## config.mk

```make
export PLATFORM = sky130hd
export DESIGN_NAME = lfo_tremolo
export DESIGN_NICKNAME = d
export VERILOG_FILES = /design/src/rtl/lfo_tremolo.sv
export SDC_FILE = /design/constraint.sdc
export NUM_CORES = 1
export LEC_CHECK = 0
export CAP_MARGIN = 10
export CORE_MARGIN = 1
export CORE_UTILIZATION = 61
export CTS_CLUSTER_DIAMETER = 100
export DETAILED_ROUTE_END_ITERATION = 12
export HOLD_SLACK_MARGIN = 0.03
export PLACE_DENSITY_LB_ADDON = 0.08
export SLEW_MARGIN = 20
export SYNTH_ARGS = -nofsm -noshare
export SYNTH_HDL_FRONTEND = slang
export SYNTH_SLANG_ARGS = --single-unit
export TNS_END_PERCENT = 1
```

## constraint.sdc

```tcl
create_clock -name clk -period 7.2 [get_ports clk]
set_input_delay 0.72 -clock clk [delete_from_list [all_inputs] [get_ports clk]]
set_output_delay 0.72 -clock clk [all_outputs]
set_load 0.1 [all_outputs]
```

## src/rtl/lfo_tremolo.sv

```systemverilog
// Tremolo: scales a signed sample stream by an LFO-derived gain through a 2-stage valid/ready pipeline.
// Optional TREMOLO_PEAK_EN adds a clearable peak-magnitude tracker on the output.
module lfo_tremolo #(
  parameter int unsigned DW = 16,
  parameter int unsigned LW = 8
) (
  input  logic          clk,
  input  logic          rst_n,
  input  logic [LW-1:0] lfo_fast,
  input  logic [LW-1:0] lfo_mid,
  input  logic [LW-1:0] lfo_slow,
  input  logic [1:0]    rate_sel,
  input  logic [7:0]    depth,
  input  logic [DW-1:0] in_sample,
  input  logic          in_valid,
  output logic          in_ready,
  output logic [DW-1:0] out_sample,
  output logic          out_valid,
  input  logic          out_ready
`ifdef TREMOLO_PEAK_EN
  ,
  input  logic          peak_clr,
  output logic [DW-2:0] peak_level
`endif
);

  localparam int unsigned GW       = LW + 1;
  localparam int unsigned PW       = LW + 8;
  localparam int unsigned LFO_MAX  = (1 << LW) - 1;
  localparam int unsigned GAIN_ONE = 1 << LW;

  logic          s1_valid;
  logic [DW-1:0] s1_sample;
  logic [GW-1:0] s1_gain;
  logic          s2_en;
  logic          s1_load;
  logic [LW-1:0] lfo_sel;
  logic [PW-1:0] mod_prod;
  logic [GW-1:0] gain_c;
  logic signed [DW+GW:0] mult;

  // Output stage frees up when empty or being drained; input accepted when stage 1 can move.
  always_comb begin
    s2_en    = !out_valid || out_ready;
    in_ready = !s1_valid || s2_en;
    s1_load  = in_valid && in_ready;
  end

  // Gain from the selected LFO; bypass forces unity.
  always_comb begin
    lfo_sel = lfo_fast;
    case (rate_sel)
      2'd1:    lfo_sel = lfo_mid;
      2'd2:    lfo_sel = lfo_slow;
      default: lfo_sel = lfo_fast;
    endcase
    mod_prod = PW'(depth) * PW'(LW'(LFO_MAX) - lfo_sel);
    gain_c   = GW'(GAIN_ONE) - GW'(mod_prod >> 8);
    if (rate_sel == 2'd3) begin
      gain_c = GW'(GAIN_ONE);
    end
  end

  assign mult = $signed(s1_sample) * $signed({1'b0, s1_gain});

  // Stage 1: capture sample and gain at accept time.
  always_ff @(posedge clk or negedge rst_n) begin
    if (!rst_n) begin
      s1_valid  <= 1'b0;
      s1_sample <= '0;
      s1_gain   <= '0;
    end else if (in_ready) begin
      s1_valid <= s1_load;
      if (s1_load) begin
        s1_sample <= in_sample;
        s1_gain   <= gain_c;
      end
    end
  end

  // Stage 2: scaled output, held while downstream stalls.
  always_ff @(posedge clk or negedge rst_n) begin
    if (!rst_n) begin
      out_valid  <= 1'b0;
      out_sample <= '0;
    end else if (s2_en) begin
      out_valid <= s1_valid;
      if (s1_valid) begin
        out_sample <= DW'(mult >>> LW);
      end
    end
  end

`ifdef TREMOLO_PEAK_EN
  logic [DW-1:0] mag_full;
  logic [DW-2:0] mag;

  // |out_sample| with the most negative value clamped to the positive maximum.
  always_comb begin
    mag_full = out_sample[DW-1] ? (DW'(0) - out_sample) : out_sample;
    mag      = mag_full[DW-1] ? '1 : mag_full[DW-2:0];
  end

  always_ff @(posedge clk or negedge rst_n) begin
    if (!rst_n) begin
      peak_level <= '0;
    end else if (peak_clr) begin
      peak_level <= '0;
    end else if (out_valid && out_ready && (mag > peak_level)) begin
      peak_level <= mag;
    end
  end
`endif

endmodule

```

==> results by group <==
Clock tree
  – Root Buffer: clkbuf_16
  – # resized after CTS: 0
  – H-tree level count: 2
  – CTS Sinks: 43
  – Hold_buf cts: 0
  – CTS tree: yes
  – Clock transition at path regs: 0.07 ns
  – CTS Buffer Depth: 2
  – Num CTS Buffers: 5
  – Clk_lat worst skew: 0.30 ns
  – Post-CTS setup repair buffer count: 0

Routing
  – Total wire length: 18.32 mm
  – Vias: 6380
  – Met2 wire len: 9.466 mm
  – Antenna Nets Post-Route: 0
  – Wirelength per Cell: 15.66 um
  – Starting DRT DRC Count: 189
  – Pre-antenna DRT Iters: 4
  – M1 wire length: 7.800 mm
  – Mean number of vias per cell: 5.453
  – DR top layer: met4
  – DR DRC count: 0
  – Routed wl met3: 810 um

Floorplanning
  – I/O pin count: 72
  – Starting density of the core: 63.41%
  – # rows: 43
  – Die width: 122.8 um
  – Die area: 0.01508 mm2
  – CORE AREA: 0.01404 mm2
  – Die Y: 122.8 um

Timing
  – Worst Tran Pin Value: 1.001 ns
  – Final Max Tran Viols: 0
  – Layout Skew: 0.005907 ns
  – RSZ-0062 raised after global routing: false
  – Final setup fails: 0
  – F_max: 146.6 MHz
  – Fin crit period: 6.821 ns
  – Fin Setup TNS: 0 ns
  – Final worst-path cycle share: 94.74%
  – Hold slack final: 0.4155 ns
  – Slew margin rel.: 33.06%
  – Final Hold Viols: 0

Cells and area
  – Layout cells sized above 1: 6.263%
  – Area occupied by multi-input gates: 0.006949 mm2
  – Sequential cell area: 0.001076 mm2
  – Synth-to-Final Area Change: 10.81%
  – Final Net Count: 1281
  – N_diodes: 0
  – Fill count: 1105

Global routing
  – First-pass GRT wire length: 31.91 mm
  – Pin count of the biggest net entering global routing: 44
  – Initial antenna violation count: 0
  – Gr usage total: 27.50%
  – Number of global-route vias before repair: 6771
  – Grt ovf: 0

Worst hold path
  – Tightest Hold Check Type: in2async

Logic synthesis
  – Synth cell types: 62
  – Cells after synthesis: 943
  – FFs w/ async S/R, synth: 100.0%
  – Cell Area, Synth: 0.008905 mm2
  – Post-synthesis sequential area ratio: 12.08%
  – Top FF cell, synth: dfrtp_1
  – Syn nets: 1235
  – Syn_area_per_cell: 9.443 um2
  – #FFs+latches synth: 43
  – Yosys warns: 0
  – Number of synthesized flops with an enable pin: 0

Critical path
  – Worst Setup End Kind: flop
  – Startpoint types: input pin
  – CP arrival: 7.01 ns
  – Maximum fanout along the worst path: 8
  – Required @ worst endpoint: 7.39 ns
  – Setup Crit Path Kind: in2reg

Job
  – Number of max-cap violations: 0

Placement
  – IO buf count: 71
  – Placer Congestion: 0.8829
  – Post-DP HPWL: 15.15 mm

Outcome
  – Status: finished clean
==> final cells by class <==
| class | count | area share (%) |
|---|---|---|
| Sequential cell | 43 | 10.91 |
| Inverter | 177 | 6.733 |
| Clock inverter | 3 | 0.4438 |
| Clock buffer | 5 | 1.268 |
| Timing Repair Buffer | 81 | 7.938 |
| Tap cell | 180 | 2.283 |
| Multi-Input combinational cell | 681 | 70.43 |
==> cells in the mapped netlist (4+ instances only) <==
cell,n,share of area (%)
o31ai_1,5,0.42
ha_1,88,12
a21o_1,11,0.93
nand2_1,98,4.1
nor3_1,5,0.28
o21ai_0,22,1.2
a221o_2,6,0.76
o21ai_1,6,0.34
a22o_1,4,0.39
nand3_1,6,0.34
clkbuf_1,32,1.3
xor2_1,12,1.2
inv_1,177,7.5
mux2_2,18,2.3
dfrtp_1,43,12
a21oi_1,17,0.96
nor2_1,9,0.38
and2_1,139,9.8
nand2b_1,4,0.28
fa_1,150,34
xnor2_1,28,2.8
==> kinds of logic (layout without fill, tap and decap cells) <==
kind of cell	Yosys count	count (layout)	synth area share, %
XOR/XNOR	40	40	3.934
buffers and inverters	219	266	9.878
flip-flops	43	43	12.08
AND/OR/NAND/NOR	284	284	17.06
adder cells (fa/ha/maj)	238	238	46.09
AO/OA/AOI/OAI	100	100	8.557
multiplexers	19	19	2.403
==> worst paths after layout <==
kind / from / to / slack (ns) / cells past startpoint
worst max-delay path: rate_sel[0] / s1_gain[7] / 0.38 / 22
worst min-delay path: rst_n / out_sample[3] / 0.42 / 1
worst max register to register: s1_gain[2] / out_sample[14] / 1.44 / 18
worst min register to register: out_sample[1] / out_sample[1] / 0.48 / 2
max in group asynchronous: rst_n / s1_sample[0] / 6.38 / 1
min in group clk: out_sample[1] / out_sample[1] / 0.48 / 2
==> worst max-delay path, stage by stage <==
cell and delay, ns:
clkdlybuf4s50_1 0.51, inv_1 0.06, ha_1 0.35, inv_1 0.16
o21ai_0 0.64, and2_1 0.25, fa_1 0.45, fa_1 0.47
fa_1 0.54, inv_1 0.05, fa_1 0.52, inv_1 0.04
ha_1 0.35, nand2_1 0.10, a211o_1 0.28, o221ai_2 0.24
or2_1 0.18, a311o_1 0.30, o211ai_2 0.12, nand3_1 0.10
mux2_1 0.32, a211o_1 0.26
==> registers in the layout, indices dropped and copies added, names as in the netlist <==
register,flops
out_sample,16
s1_sample,16
s1_valid,1
out_valid,1
s1_gain,9
==> cells in the final DEF (no fill, tap or decap), types with 3 or more instances in the layout <==
| master | count |
|---|---|
| or2_2 | 3 |
| fa_1 | 150 |
| and3_2 | 3 |
| and2_1 | 139 |
| a21o_1 | 11 |
| nand2_1 | 98 |
| buf_4 | 11 |
| a211o_1 | 3 |
| mux2_2 | 18 |
| clkbuf_16 | 5 |
| o21ai_0 | 22 |
| ha_1 | 88 |
| inv_1 | 177 |
| a21oi_1 | 17 |
| nor3_1 | 5 |
| a22o_1 | 4 |
| o31ai_1 | 5 |
| nor2_1 | 9 |
| o21ai_1 | 6 |
| nand3_1 | 6 |
| nand4_1 | 3 |
| xnor2_1 | 28 |
| xor2_1 | 12 |
| nand2b_1 | 4 |
| clkdlybuf4s50_1 | 70 |
| a221o_2 | 6 |
| and3_1 | 3 |
| dfrtp_1 | 43 |
==> through the flow <==
step / cell area (um2) / std cells / setup WS [ns] / utilization, %
detailed placement: 9696 / 1162 / 0.02259 / 69.05
finish: 9867 / 1170 / 0.3787 / 70.27
global route: 9867 / 1170 / 0.03217 / 70.27
global placement: 9696 / 1162 / 0.2247 / 69.05
CTS: 9864 / 1170 / 0.3636 / 70.25
floorplan: 8905 / 943 / 0.9209 / -
==> layer usage <==
layer	vias to the layer above	track usage [%]
met4	0	6.174
li1	3003	-
met5	-	0
met3	20	3.113
met2	152	49.89
met1	3205	35.06
Power is not shown: default switching activity piles up to over one toggle a cycle in this logic, so the estimate is an artifact.
